===== src/rtl/iter_mul_writeback_if.sv =====
// Purpose: operand/handshake/write-port bundle between the control unit,
//          the register file and the iterative multiplier.
// Signals:
//   Start, OpA, OpB, DestIn           request side (driven by master)
//   Busy, Done, D, DA, En, Product    result side  (driven by slave)
interface iter_mul_writeback_if #(
    parameter int unsigned WIDTH  = 32,
    parameter int unsigned ADDR_W = 5
);
    logic                  Start;
    logic [WIDTH-1:0]      OpA;
    logic [WIDTH-1:0]      OpB;
    logic [ADDR_W-1:0]     DestIn;
    logic                  Busy;
    logic                  Done;
    logic [WIDTH-1:0]      D;
    logic [ADDR_W-1:0]     DA;
    logic                  En;
    logic [2*WIDTH-1:0]    Product;

    modport master (
        output Start, OpA, OpB, DestIn,
        input  Busy, Done, D, DA, En, Product
    );

    modport slave (
        input  Start, OpA, OpB, DestIn,
        output Busy, Done, D, DA, En, Product
    );
endinterface


===== src/rtl/iter_mul_writeback.sv =====
// Purpose: iterative unsigned shift-add multiplier that writes its product
//          back into the register file (low word to dest, optionally the
//          high word to dest+1), one multiply in flight at a time.
// Ports:
//   Clock  rising-edge clock
//   Reset  asynchronous active-high reset; aborts any multiply in flight
//   bus    iter_mul_writeback_if.slave: Start/OpA/OpB/DestIn in,
//          Busy/Done/D/DA/En/Product out (all registered)
module iter_mul_writeback #(
    parameter int unsigned WIDTH    = 32,
    parameter int unsigned ADDR_W   = 5,
    parameter int unsigned WRITE_HI = 1
) (
    input  logic                  Clock,
    input  logic                  Reset,
    iter_mul_writeback_if.slave   bus
);

    localparam int unsigned CNT_W = $clog2(WIDTH) + 1;

    typedef enum logic [1:0] {
        IDLE  = 2'd0,
        MUL   = 2'd1,
        WB_LO = 2'd2,
        WB_HI = 2'd3
    } state_t;

    state_t              state_q, state_d;
    logic [WIDTH-1:0]    mcand_q, mcand_d;
    logic [WIDTH-1:0]    mplr_q,  mplr_d;   // low product half shifts in here
    logic [WIDTH-1:0]    acc_q,   acc_d;    // high product half
    logic [CNT_W-1:0]    cnt_q,   cnt_d;
    logic [ADDR_W-1:0]   dest_q,  dest_d;
    logic                busy_q,  busy_d;
    logic                done_q,  done_d;
    logic                en_q,    en_d;
    logic [WIDTH-1:0]    d_q,     d_d;
    logic [ADDR_W-1:0]   da_q,    da_d;
    logic [2*WIDTH-1:0]  prod_q,  prod_d;
    logic [WIDTH:0]      sum;

    // State and datapath registers
    always_ff @(posedge Clock or posedge Reset) begin
        if (Reset) begin
            state_q <= IDLE;
            mcand_q <= '0;
            mplr_q  <= '0;
            acc_q   <= '0;
            cnt_q   <= '0;
            dest_q  <= '0;
            busy_q  <= 1'b0;
            done_q  <= 1'b0;
            en_q    <= 1'b0;
            d_q     <= '0;
            da_q    <= '0;
            prod_q  <= '0;
        end else begin
            state_q <= state_d;
            mcand_q <= mcand_d;
            mplr_q  <= mplr_d;
            acc_q   <= acc_d;
            cnt_q   <= cnt_d;
            dest_q  <= dest_d;
            busy_q  <= busy_d;
            done_q  <= done_d;
            en_q    <= en_d;
            d_q     <= d_d;
            da_q    <= da_d;
            prod_q  <= prod_d;
        end
    end

    // Next-state, iteration datapath and registered-output values
    always_comb begin
        state_d = state_q;
        mcand_d = mcand_q;
        mplr_d  = mplr_q;
        acc_d   = acc_q;
        cnt_d   = cnt_q;
        dest_d  = dest_q;
        busy_d  = busy_q;
        done_d  = 1'b0;
        en_d    = 1'b0;
        d_d     = d_q;
        da_d    = da_q;
        prod_d  = prod_q;

        // Extra bit keeps the carry so the shifted accumulator never truncates
        sum = {1'b0, acc_q} + {1'b0, mcand_q & {WIDTH{mplr_q[0]}}};

        case (state_q)
            IDLE: begin
                if (bus.Start) begin
                    mcand_d = bus.OpA;
                    mplr_d  = bus.OpB;
                    dest_d  = bus.DestIn;
                    acc_d   = '0;
                    cnt_d   = '0;
                    busy_d  = 1'b1;
                    state_d = MUL;
                end
            end
            MUL: begin
                acc_d  = sum[WIDTH:1];
                mplr_d = {sum[0], mplr_q[WIDTH-1:1]};
                cnt_d  = cnt_q + CNT_W'(1);
                if (cnt_q == CNT_W'(WIDTH - 1)) begin
                    state_d = WB_LO;
                end
            end
            WB_LO: begin
                en_d   = 1'b1;
                da_d   = dest_q;
                d_d    = mplr_q;
                prod_d = {acc_q, mplr_q};
                if (WRITE_HI != 0) begin
                    state_d = WB_HI;
                end else begin
                    done_d  = 1'b1;
                    busy_d  = 1'b0;
                    state_d = IDLE;
                end
            end
            WB_HI: begin
                en_d    = 1'b1;
                da_d    = dest_q + ADDR_W'(1);   // register 31 wraps to 0
                d_d     = acc_q;
                done_d  = 1'b1;
                busy_d  = 1'b0;
                state_d = IDLE;
            end
            default: begin
                state_d = IDLE;
            end
        endcase
    end

    assign bus.Busy    = busy_q;
    assign bus.Done    = done_q;
    assign bus.En      = en_q;
    assign bus.D       = d_q;
    assign bus.DA      = da_q;
    assign bus.Product = prod_q;

endmodule

===== src/flat_wrapper.sv =====
// flat-port wrapper written by rule: the top's interface ports become plain ports
module iter_mul_writeback_flat 
#(
    parameter int unsigned WIDTH    = 32,
    parameter int unsigned ADDR_W   = 5,
    parameter int unsigned WRITE_HI = 1
)
  (Clock, Reset, bus_Start, bus_OpA, bus_OpB, bus_DestIn, bus_Busy, bus_Done, bus_D, bus_DA, bus_En, bus_Product);
  iter_mul_writeback_if #(.WIDTH(WIDTH), .ADDR_W(ADDR_W)) bus_i ();
  input  logic Clock;
  input  logic Reset;
  input wire logic [$bits(bus_i.Start)-1:0] bus_Start;
  input wire logic [$bits(bus_i.OpA)-1:0] bus_OpA;
  input wire logic [$bits(bus_i.OpB)-1:0] bus_OpB;
  input wire logic [$bits(bus_i.DestIn)-1:0] bus_DestIn;
  output wire logic [$bits(bus_i.Busy)-1:0] bus_Busy;
  output wire logic [$bits(bus_i.Done)-1:0] bus_Done;
  output wire logic [$bits(bus_i.D)-1:0] bus_D;
  output wire logic [$bits(bus_i.DA)-1:0] bus_DA;
  output wire logic [$bits(bus_i.En)-1:0] bus_En;
  output wire logic [$bits(bus_i.Product)-1:0] bus_Product;
  assign bus_i.Start = bus_Start;
  assign bus_i.OpA = bus_OpA;
  assign bus_i.OpB = bus_OpB;
  assign bus_i.DestIn = bus_DestIn;
  assign bus_Busy = bus_i.Busy;
  assign bus_Done = bus_i.Done;
  assign bus_D = bus_i.D;
  assign bus_DA = bus_i.DA;
  assign bus_En = bus_i.En;
  assign bus_Product = bus_i.Product;
  iter_mul_writeback #(.WIDTH(WIDTH), .ADDR_W(ADDR_W), .WRITE_HI(WRITE_HI)) u_core (.Clock(Clock), .Reset(Reset), .bus(bus_i));
endmodule

===== config.mk =====
export PLATFORM = sky130hd
export DESIGN_NAME = iter_mul_writeback_flat
export DESIGN_NICKNAME = d
export VERILOG_FILES = /design/src/rtl/iter_mul_writeback_if.sv /design/src/rtl/iter_mul_writeback.sv /design/src/flat_wrapper.sv
export SDC_FILE = /design/constraint.sdc
export NUM_CORES = 1
export LEC_CHECK = 0
export CORE_UTILIZATION = 31
export CTS_CLUSTER_SIZE = 25
export DETAILED_ROUTE_END_ITERATION = 12
export SLEW_MARGIN = 20
export SYNTH_ARGS = -nofsm -noshare
export SYNTH_HDL_FRONTEND = slang
export SYNTH_SLANG_ARGS = --single-unit

===== constraint.sdc =====
create_clock -name Clock -period 6.7 [get_ports Clock]
set_input_delay 1.005 -clock Clock [delete_from_list [all_inputs] [get_ports Clock]]
set_output_delay 1.005 -clock Clock [all_outputs]
set_load 0.005 [all_outputs]

Yosys cells after proc, flatten, opt, wreduce, memory -nomap -nowiden
Index checks and enable logic that the tools add are counted.
- bits in registers: 213
- output and inout port bits: 104
- word-level logic and storage cells: 46
- bits of input ports: 72
- reduce and logical (&&, ||, !) cells: 9
- muxes and demuxes: 15
- $add $sub $neg: 3
- equal/unequal tests: 6
- bitwise operators: 1
- operators with widths (operator ; count):
    $pmux W32 S2 ; 3
    $mux W32 ; 2
    $add A32 B32 Y33 ; 1
    $and A32 B32 Y32 ; 1
    $pmux W6 S2 ; 1
    $pmux W5 S2 ; 1
    $pmux W2 S4 ; 1
    $reduce_and A2 Y1 ; 4
    $add A6 B1 Y6 const B ; 1
    $eq A6 B5 Y1 const B ; 1
    $mux W6 ; 1
    $reduce_bool A2 Y1 ; 3
    $add A5 B1 Y5 const B ; 1
    $eq A2 B2 Y1 const B ; 2
    $mux W2 ; 2
    $mux W1 ; 3
    $eq A2 B1 Y1 const B ; 1
    $logic_not A2 Y1 ; 1
    $ne A2 B1 Y1 const B ; 1
    $ne A2 B2 Y1 const B ; 1
    $pmux W1 S2 ; 1
    $reduce_or A2 Y1 ; 1

Depth between registers and ports, before layout
Gate-level depths: netlist of run 1.
- depth after elaboration: 3
- gate-level depth with buffers: 12
- mapped depth without buffers: 11

Worst setup path after synthesis of run 1
No wires, ideal clock.
- kind: reg2reg
- start: register u_core.mplr_q[0]
- end: register u_core.acc_q[25]
- clock period less this slack: 3.046 ns
- library setup time: 0.126 ns
- required time: 6.574 ns
- slack: 3.654 ns
- data arrival time: 2.920 ns
- stages on the path, launching flop included: 13
- buffers on the path: 1
- cells stage by stage: dfrtp_1 -> clkbuf_1 -> and2_1 -> ha_1 -> inv_1 -> fa_1 -> nand2b_1 -> a21oi_1 -> or4b_4 -> and4_4 -> o41a_1 -> a21o_1 -> a221o_1
- word-level cells in the longest chain between the ends: 3
- ends and longest elaborated chain (item ; line ; source):
    from (decl) ; iter_mul_writeback.sv:30 ; logic [WIDTH-1:0] mplr_q, mplr_d;
    from (signal assigned) ; iter_mul_writeback.sv:60 ; mplr_q <= mplr_d;
    $and A32 B32 Y32 ; iter_mul_writeback.sv:89 ; sum = {1'b0, acc_q} + {1'b0, mcand_q & {WIDTH{mplr_q[0]}}};
    $add A32 B32 Y33 ; iter_mul_writeback.sv:89 ;
    $pmux W32 S2 ; iter_mul_writeback.sv:91 ; case (state_q)
    to (signal assigned) ; iter_mul_writeback.sv:48 ; acc_q <= '0;
    to (signal assigned) ; iter_mul_writeback.sv:61 ; acc_q <= acc_d;
    to (decl) ; iter_mul_writeback.sv:31 ; logic [WIDTH-1:0] acc_q, acc_d;
No other way between the ends.
A chain may end at the register's enable or synchronous reset.

Worst setup path in the final report of run 1
- start: register u_core.mplr_q[0]
- end: register u_core.acc_q[29]
The elaborated chain is that of the path after synthesis.

==> results of run 1 <==
## layer usage
| metal | vias up | part of all wire | global-route usage |
|---|---|---|---|
| met1 | 3772 | 0.49 | 0.2277 |
| met4 | 2 | 0.019 | 0.03594 |
| met3 | 40 | 0.040 | 0.02520 |
| met2 | 164 | 0.45 | 0.2412 |
| met5 | - | 0.00044 | 0 |
| li1 | 3796 | - | - |
## state kept, by name, summed over array words and instances (netlist names)
name and cells:
u_core.bus.Done 1, u_core.state_q 2, u_core.mplr_q 32, u_core.cnt_q 6, u_core.bus.D 32, u_core.bus.Busy 1
u_core.bus.Product 64, u_core.acc_q 32, u_core.dest_q 5, u_core.bus.En 1, u_core.bus.DA 5, u_core.mcand_q 32
## synth_stat cells, types with 3 or more instances
cell       count
nand3_1       16
mux2_2       101
a21o_1        11
inv_1         25
o2111ai_1      5
buf_1          8
nand2_1      117
nand4_1        8
nor2_1        25
nor2b_1        3
a22o_1         3
xor2_1        14
mux2i_1       64
and2_1        35
o21ai_0      110
a31oi_1        5
dfrtp_1      213
o21a_1         3
a21oi_1       37
nor3_1         8
nand2b_1       5
a211oi_1       7
clkbuf_1      44
and3_1         4
xnor2_1       10
o31ai_1        4
o21bai_1       4
o211ai_1       7
ha_1          38
## logic make-up after synthesis
group           Yosys count  synth area share
fa+ha+maj                39           0.04695
compound gates          223            0.1286
xor+xnor                 24           0.01992
flops                   213            0.5051
buf+inv                  77           0.02739
mux                     165            0.1685
simple gates            232            0.1035
## how the worst min path moves through the flow
| stage | slack, ns | cells past startpoint | to | startpoint |
|---|---|---|---|---|
| floorplan | 0.47 | 1 | u_core.mcand_q[0]$_DFFE_PP0P_ | u_core.mcand_q[0]$_DFFE_PP0P_ |
| global placement | 0.48 | 1 | u_core.mcand_q[10]$_DFFE_PP0P_ | u_core.mcand_q[10]$_DFFE_PP0P_ |
| detailed placement | 0.49 | 1 | u_core.mcand_q[23]$_DFFE_PP0P_ | u_core.mcand_q[23]$_DFFE_PP0P_ |
| CTS | 0.50 | 1 | u_core.mcand_q[23]$_DFFE_PP0P_ | u_core.mcand_q[23]$_DFFE_PP0P_ |
| global route | 0.51 | 1 | u_core.bus.Product[50]$_DFFE_PP0P_ | u_core.bus.Product[50]$_DFFE_PP0P_ |
| finish | 0.50 | 1 | u_core.mcand_q[23]$_DFFE_PP0P_ | u_core.mcand_q[23]$_DFFE_PP0P_ |
## power breakdown
group,internal [W],switching (W)
combinational,0.00144,0.00136
clock,0.000796,0.000522
sequential,0.00185,0.000430
total,0.00408,0.00231
## metrics by stage
stage	cell area, um2	total power, W
finish	13570	0.006398
floorplan	10560	0.003982
detailed placement	12780	0.005138
CTS	13570	0.006489
global route	13570	0.006882
global placement	12780	0.005091
## layout make-up
class | count | area [um2] | area share
Clock buffer | 36 | 696.9 | 0.05136
Clock inverter | 8 | 96.34 | 0.007099
Inverter | 25 | 97.59 | 0.007192
Multi-Input combinational cell | 683 | 4965 | 0.3658
Sequential cell | 213 | 5330 | 0.3928
Tap cell | 448 | 560.5 | 0.04131
Timing Repair Buffer | 183 | 1824 | 0.1344
==> flow_summary.json, run 1 <==
{
  "hold_viol": 0,
  "final_cell_mix": "dfrtp_1 (213), clkdlybuf4s50_1 (175), nand2_1 (116), o21ai_0 (110), mux2_2 (101)",
  "numPortBuffers": 175,
  "cap_violations": 0,
  "p_leak_nw": 5.850,
  "finalSetupViolCount": 0,
  "tightest_slew_ns": 1.031,
  "fin_setup_tns_ns": 0,
  "dieArea_um2": 34780,
  "yosys.cell_types.count": 63,
  "cts_root_buffer": "clkbuf_16",
  "slew_headroom": 0.3101,
  "yosysTopAreaCell": "dfrtp_1",
  "final_common_cell": "dfrtp_1",
  "avgRoutedWirePerCell_um": 16.99,
  "clk_pin_slew_ns": 0.06,
  "core_um2": 33530,
  "crit_path_end_kind": "register",
  "hold_class": "reg -> reg",
  "path_class": "reg -> reg",
  "path_max_fanout": 35,
  "finalClockSkew_ns": 0.006940,
  "initial_utilization": 0.3147,
  "cts_buffers": 25,
  "htreeDepth": 1,
  "first_iter_violations": 300,
  "synth.cell_area_um2": 10550,
  "dpl.hpwl_mm": 19.51,
  "route.detailed.drc": 0,
  "crit_start": "u_core.mplr_q[0]$_DFFE_PP0P_",
  "num_antenna_cells": 0,
  "num-nets-final": 1242,
  "arrival_ns": 3.94,
  "grt_antenna_before_repair": 1,
  "period_share": 0.5297,
  "cp_slowest_cell": "dfrtp_1",
  "cts_resized": 0,
  "die_h_um": 186.5,
  "cp-start-kind": "register",
  "fillers": 3288,
  "critPathMaxStageDelay_ns": 0.69,
  "fmax_mhz": 281.8,
  "avgSynthCellArea_um2": 10.85,
  "vdd_ir_drop_max_mv": 0.2007,
  "crit-reg2reg-launch": "u_core.mplr_q[0]$_DFFE_PP0P_",
  "postLayoutCoreUtil": 0.4047,
  "area_growth_pct": 28.60,
  "insertion_delay_ns": 0.52,
  "cts_hold_buffers": 0,
  "route.vias.total": 7774,
  "cp_top_family": "simple AND/OR/NAND/NOR gates",
  "rr_endpoint": "u_core.acc_q[29]$_DFFE_PP0P_",
  "r2r_slack_ns": 3.15,
  "cts_sinks": 213,
  "synth_nets": 1084,
  "ios": 176,
  "drt-total-wl_mm": 27.12,
  "syn_inst": 973,
  "worstSetupEndpoint": "u_core.acc_q[29]$_DFFE_PP0P_",
  "cp_cell_sequence": "and2_1, ha_1, inv_1, fa_1, nand2b_1, a21oi_1, or4b_4, and4_4, o41a_1, o41ai_2, o211ai_1",
  "finalMaxSlewViolations": 0,
  "power.density_nw_per_um2": 471.4,
  "grtUsageTotal": 0.1560,
  "ys_warn_count": 0,
  "max-clock-path-buffers": 3,
  "r2r_cells": 11,
  "drt_first_pass_iters": 5,
  "first_global_vias": 7668,
  "dpl.cell_count": 1552,
  "worstPathRequired_ns": 7.09,
  "finalCriticalPeriod_ns": 3.549,
  "holdWs_ns": 0.4956,
  "grt_max_degree": 133,
  "synthFlopType": "dfrtp_1",
  "viasPerCell": 4.871,
  "place.gp.congestion": 0.8217,
  "synth_area_leaders": "dfrtp_1 (51%), mux2_2 (11%), mux2i_1 (6.1%), o21ai_0 (5.2%), ha_1 (4.5%)",
  "row_count": 67,
  "dpl_worst_slack_ns": 3.094,
  "grt_pass1_wl_mm": 43.86,
  "synth-seq-cells": 213,
  "rsz0062_at_grt": "false",
  "outcome": "completed",
  "synth-edff-count": 0,
  "async_flop_share": 1.000,
  "seq_area_frac_synth": 0.5051,
  "final_cells": 1596,
  "critPathBufInv": 1,
  "critical_path_depth": 11,
  "grt_overflow_total": 0,
  "post_cts_buffers": 0,
  "cts_tree": "yes",
  "drive_above_1_share": 0.1411,
  "finalWorstSetupSlack_ns": 3.151,
  "die_w_um": 186.5,
  "synth.top_cell.area_share": 0.5051,
  "ant_nets": 0
}
Note: power is estimated with default switching activity, not from simulation.
==> run 2, diff against run 1 <==
==> constraint.sdc (replaced) <==
create_clock -name Clock -period 2.93 [get_ports Clock]
set_input_delay 0.4395 -clock Clock [delete_from_list [all_inputs] [get_ports Clock]]
set_output_delay 0.4395 -clock Clock [all_outputs]
set_load 0.005 [all_outputs]
==> run 2 against run 1 <==
Against the previous run:
- clock power grew 110%
- largest power group unchanged
- via count grew 3.8%
- combinational power grew to 2.6 times the previous value
- highest routed layer unchanged
- first-iteration DRC count grew 36%
- final cell count grew 4.1%
- worst setup slack lost 3.2 ns
- global-route usage grew 0.93 points
- fmax grew 20%
- register-to-register slack lost 3.2 ns
- critical endpoint unchanged
- the flow now finishes with violations (setup timing)
- non-clock buffer count grew 76
==> flow_summary.json, run 2 (synthesis gave the netlist of run 1 again) <==
{
  "die_w_um": 186.5,
  "violations": "setup timing",
  "p_leak_nw": 6.229,
  "largest_reg_flops": 64,
  "arrival_ns": 3.33,
  "cts_sinks": 213,
  "tightest_slew_ns": 1.037,
  "clk_pin_slew_ns": 0.06,
  "crit-reg2reg-launch": "u_core.mplr_q[0]$_DFFE_PP0P_",
  "core_um2": 33530,
  "grtUsageTotal": 0.1652,
  "route.vias.total": 8066,
  "grt_max_degree": 94,
  "num_antenna_cells": 0,
  "rsz0062_at_grt": "true",
  "dieArea_um2": 34780,
  "viasPerCell": 4.856,
  "route.detailed.drc": 0,
  "slew_headroom": 0.3086,
  "cts_tree": "yes",
  "cts_buffers": 23,
  "finalSetupViolCount": 1,
  "initial_utilization": 0.3147,
  "cp-start-kind": "register",
  "crit_path_end_kind": "register",
  "insertion_delay_ns": 0.51,
  "fmax_mhz": 338.2,
  "grt_overflow_total": 0,
  "ant_nets": 0,
  "finalWorstSetupSlack_ns": -0.02660,
  "power.density_nw_per_um2": 1064,
  "avgRoutedWirePerCell_um": 17.34,
  "final_cell_mix": "dfrtp_1 (213), clkdlybuf4s50_1 (175), nand2_1 (115), o21ai_0 (106), mux2_2 (101)",
  "num-nets-final": 1316,
  "place.gp.congestion": 0.9158,
  "p_total_w": 0.01529,
  "dpl.hpwl_mm": 21.11,
  "hold_class": "in -> async",
  "die_h_um": 186.5,
  "r2r_slack_ns": -0.03,
  "final_common_cell": "dfrtp_1",
  "finalMaxSlewViolations": 0,
  "fillers": 3195,
  "cts_root_buffer": "clkbuf_16",
  "first_iter_violations": 408,
  "grt_pass1_wl_mm": 46.49,
  "path_class": "reg -> reg",
  "htreeDepth": 1,
  "row_count": 67,
  "first_global_vias": 8234,
  "drt-total-wl_mm": 28.81,
  "worstPathRequired_ns": 3.30,
  "path_max_fanout": 7,
  "max-clock-path-buffers": 3,
  "area_growth_pct": 36.19,
  "vdd_ir_drop_max_mv": 0.4918,
  "period_share": 1.009,
  "cap_violations": 0,
  "ios": 176,
  "postLayoutCoreUtil": 0.4286,
  "finalCriticalPeriod_ns": 2.957,
  "rr_endpoint": "u_core.acc_q[29]$_DFFE_PP0P_",
  "drt_first_pass_iters": 5,
  "outcome": "complete, but fails checks",
  "grt_antenna_before_repair": 1,
  "cts_hold_buffers": 0,
  "drive_above_1_share": 0.2209,
  "numPortBuffers": 175,
  "finalClockSkew_ns": 0.01069,
  "hold_viol": 0,
  "r2r_cells": 13
}
-- run 2: layout make-up --
class / count / area [um2] / share of cell area
multi-input combinational: 683 / 5231 / 0.3640
timing repair buffer: 259 / 2472 / 0.1720
clock inverter: 1 / 30.03 / 0.002089
sequential: 213 / 5330 / 0.3709
inverter: 25 / 97.59 / 0.006791
tap: 448 / 560.5 / 0.03900
clock buffer: 32 / 649.4 / 0.04519
-- run 2: worst max-delay path by stage --
stage | startpoint | endpoint | slack, ns | depth (start not counted)
after floorplan | Reset | u_core.acc_q[0]$_DFFE_PP0P_ | -0.28 | 1
after global placement | u_core.mplr_q[0]$_DFFE_PP0P_ | u_core.acc_q[25]$_DFFE_PP0P_ | -0.03 | 12
after detailed placement | u_core.mplr_q[0]$_DFFE_PP0P_ | u_core.acc_q[25]$_DFFE_PP0P_ | -0.09 | 12
after CTS | u_core.mplr_q[0]$_DFFE_PP0P_ | u_core.acc_q[29]$_DFFE_PP0P_ | -0.07 | 13
after global routing | u_core.mplr_q[0]$_DFFE_PP0P_ | u_core.acc_q[29]$_DFFE_PP0P_ | -0.1 | 13
final | u_core.mplr_q[0]$_DFFE_PP0P_ | u_core.acc_q[29]$_DFFE_PP0P_ | -0.03 | 13
-- run 2: what timing repair did --
item | in CTS | in global routing
setup endpoints to repair | 2 | 15
setup buffers | 4 | 4
gates resized for setup | 10 | 41
pin swaps | 8 | 16
-- run 2: report_power, final --
| part | total, W | leakage [nW] | switching [W] | internal, W |
|---|---|---|---|---|
| sequential | 0.00519 | 2.70 | 0.000965 | 0.00423 |
| clock | 0.00271 | 0.332 | 0.00111 | 0.00160 |
| combinational | 0.00739 | 3.20 | 0.00346 | 0.00393 |
-- run 2: metal layers --
metal,GRT usage,wire length [um]
met3,0.02445,1332
met5,0,13
met2,0.2585,12950
met4,0.03720,430
met1,0.2406,14070
-- run 2: metrics by stage --
stage                     area, um2  worst slack (ns)  setup TNS (ns)  cells  hold slack [ns]
after CTS                     14140          -0.07199         -0.1784   1658           0.2550
after global placement        13370          -0.03482        -0.05291   1621           0.4814
after global routing          14370          -0.09999         -0.2742   1661           0.2714
after detailed placement      13370          -0.08546         -0.1537   1621           0.4863
after floorplan               10570           -0.2797          -59.57    973           0.4706
final                         14370          -0.02660        -0.02660   1661           0.2583
-- run 2: worst max-delay path, stage by stage, from the launching register on --
cell and delay (ns):
dfrtp_1 0.41, buf_12 0.14, and2_4 0.14, ha_4 0.15, inv_2 0.05, fa_2 0.19
nand2b_4 0.14, a21oi_4 0.05, or4b_4 0.53, and4_4 0.17, o41a_1 0.36, buf_6 0.15
o41ai_4 0.21, o211ai_1 0.13
==> run 3, diff against run 2 <==
--- a/config.mk
+++ b/config.mk
@@ -5,6 +5,7 @@
 export SDC_FILE = /design/constraint.sdc
 export NUM_CORES = 1
 export LEC_CHECK = 0
+export ABC_AREA = 1
 export CORE_UTILIZATION = 31
 export CTS_CLUSTER_SIZE = 25
 export DETAILED_ROUTE_END_ITERATION = 12
==> run 3 against run 2 <==
Against the previous run:
- clock skew up 0.0025 ns
- wire length is 17% higher
- worst setup slack better by 0.53 ns
- critical endpoint is now u_core.acc_q[15]$_DFFE_PP0P_
- utilization is 2.2 points lower
- via count up 24%
- the run now ends clean
- sequential power up 1%
- global-route usage up 2.3 points
- first-iteration DRC count up 41%
==> flow_summary.json, run 3 <==
{
  "outcome": "completed",
  "drive_above_1_share": 0.03851,
  "ios": 176,
  "hold_class": "in -> async",
  "initial_utilization": 0.3182,
  "grt_overflow_total": 0,
  "synth.top_cell.area_share": 0.4802,
  "num-nets-final": 1759,
  "viasPerCell": 4.712,
  "dpl.cell_count": 2077,
  "critPathMaxStageDelay_ns": 0.38,
  "drt-total-wl_mm": 33.64,
  "hold_viol": 0,
  "cts_sinks": 213,
  "cts_tree": "yes",
  "yosys.cell_types.count": 34,
  "cp_slowest_cell": "fa_1",
  "worstPathRequired_ns": 3.31,
  "synthFlopType": "dfrtp_1",
  "drt_first_pass_iters": 5,
  "grt_antenna_before_repair": 0,
  "synth.cell_area_um2": 11100,
  "power.density_nw_per_um2": 1103,
  "async_flop_share": 1.000,
  "first_iter_violations": 575,
  "synth_nets": 1600,
  "finalSetupViolCount": 0,
  "cp-start-kind": "register",
  "final_cells": 2118,
  "fillers": 3616,
  "core_um2": 34880,
  "p_leak_nw": 7.260,
  "vdd_ir_drop_max_mv": 0.4379,
  "ys_warn_count": 0,
  "final_cell_mix": "nand2_1 (602), dfrtp_1 (213), inv_1 (209), clkdlybuf4s50_1 (175), o21ai_0 (97)",
  "cp_cell_sequence": "buf_12, nand2_1, inv_1, ha_1, inv_1, fa_1, inv_1, nand3_1, nand3_1, nand2_1, nand2_1, nand2_1, nand2_1, nand2_1, nand2_1, o22ai_1",
  "tightest_slew_ns": 0.7435,
  "row_count": 68,
  "synth-edff-count": 0,
  "route.vias.total": 9981,
  "dieArea_um2": 36570,
  "finalMaxSlewViolations": 0,
  "place.gp.congestion": 0.8995,
  "route.detailed.drc": 0,
  "die_h_um": 191.2,
  "cts_resized": 0,
  "path_class": "reg -> reg",
  "yosysTopAreaCell": "dfrtp_1",
  "fmax_mhz": 411.7,
  "largest_reg_flops": 64,
  "avgRoutedWirePerCell_um": 15.88,
  "synth_common_cells": "nand2_1 (602), dfrtp_1 (213), inv_1 (210), o21ai_0 (97), nor2_1 (69)",
  "path_max_fanout": 34,
  "numPortBuffers": 175,
  "seqCellArea_um2": 5330,
  "synth_area_leaders": "dfrtp_1 (48%), nand2_1 (20%), inv_1 (7.1%), o21ai_0 (4.4%), ha_1 (4.3%)",
  "path_common_cell": "nand2_1",
  "insertion_delay_ns": 0.52,
  "cts_buffers": 24,
  "post_cts_buffers": 0,
  "syn_inst": 1489,
  "cap_violations": 0,
  "ant_nets": 0,
  "seq_area_frac_synth": 0.4802,
  "max-clock-path-buffers": 3,
  "synth-seq-cells": 213,
  "final_common_cell": "nand2_1",
  "period_share": 0.8290,
  "p_total_w": 0.01564,
  "htreeDepth": 1,
  "die_w_um": 191.2,
  "grt_pass1_wl_mm": 53.94,
  "first_global_vias": 9866,
  "finalClockSkew_ns": 0.01318,
  "dpl.hpwl_mm": 25.29,
  "avgSynthCellArea_um2": 7.455,
  "postLayoutCoreUtil": 0.4064,
  "rsz0062_at_grt": "false",
  "multi_input_area_um2": 4750,
  "clk_pin_slew_ns": 0.06,
  "area_growth_pct": 27.71,
  "slew_headroom": 0.5032,
  "crit_path_end_kind": "register",
  "grt_max_degree": 81,
  "arrival_ns": 2.81,
  "cts_hold_buffers": 0,
  "finalCriticalPeriod_ns": 2.429,
  "cts_root_buffer": "clkbuf_16",
  "grtUsageTotal": 0.1880,
  "yosysMostFrequentCell": "nand2_1"
}
[run 3: layout make-up]
class / instances / area share
sequential: 213 / 0.3760
clock buffer: 35 / 0.05031
tap: 455 / 0.04016
timing repair buffer: 192 / 0.1387
antenna: 1 / 0.0001765
inverter: 214 / 0.05702
multi-input combinational: 1003 / 0.3350
clock inverter: 5 / 0.002560
[run 3: power by group]
group | switching [W] | internal [W] | leakage [nW] | total, W
logic | 0.00444 | 0.00306 | 4.21 | 0.00750
registers | 0.000965 | 0.00429 | 2.69 | 0.00526
clock network | 0.00121 | 0.00168 | 0.358 | 0.00289
total | 0.00662 | 0.00902 | 7.26 | 0.0156
[run 3: stage by stage]
step	cell area, um2	setup TNS [ns]	hold WS (ns)	setup WS, ns
2_1_floorplan	11100	-59.57	0.4487	-0.2797
3_3_place_gp	13420	0	0.4568	0.5845
3_5_place_dp	13420	0	0.4581	0.5368
4_1_cts	14170	0	0.3406	0.5283
5_1_grt	14170	0	0.3632	0.2736
6_report	14180	0	0.3367	0.5011
[run 3: kinds of logic after synthesis]
kind of cell,share of synthesized area
and+or+nand+nor,0.2574
buffers and inverters,0.09310
AOI/OAI and AO/OA,0.1223
DFF,0.4802
adders and majority gates,0.04464
xor gates and xnor gates,0.002367
[run 3: path summary, 6_finish.rpt]
check                                                    from                            endpoint  slack (ns)  cells past startpoint
max                              u_core.mplr_q[0]$_DFFE_PP0P_        u_core.acc_q[15]$_DFFE_PP0P_        0.50                     16
min                                                     Reset        u_core.bus.DA[2]$_DFFE_PP0P_        0.34                      2
max reg2reg                      u_core.mplr_q[0]$_DFFE_PP0P_        u_core.acc_q[15]$_DFFE_PP0P_        0.50                     16
min reg2reg                u_core.bus.Product[55]$_DFFE_PP0P_  u_core.bus.Product[55]$_DFFE_PP0P_        0.47                      2
max in group asynchronous                               Reset       u_core.mcand_q[3]$_DFFE_PP0P_        1.83                      3
min in group Clock                                bus_OpA[14]      u_core.mcand_q[14]$_DFFE_PP0P_        0.45                      3
[run 3: layer usage]
metal  up-vias  wire length, um  global-route usage  part of all wire
met2       274            14460              0.2864              0.43
met1      4663            16580              0.2767              0.49
met4         0              598             0.04518             0.018
met5         -                0                   0                 0
met3        35             2001             0.02919             0.059
li1       5009                -                   -                 -
[run 3: critical path: cells and delay by family (launching register included)]
family                     cells  cell delay (ns)
DFF                            1             0.37
AOI/OAI and AO/OA              1             0.06
adders and majority gates      2             0.59
and+or+nand+nor                9             0.80
buffers and inverters          4             0.46
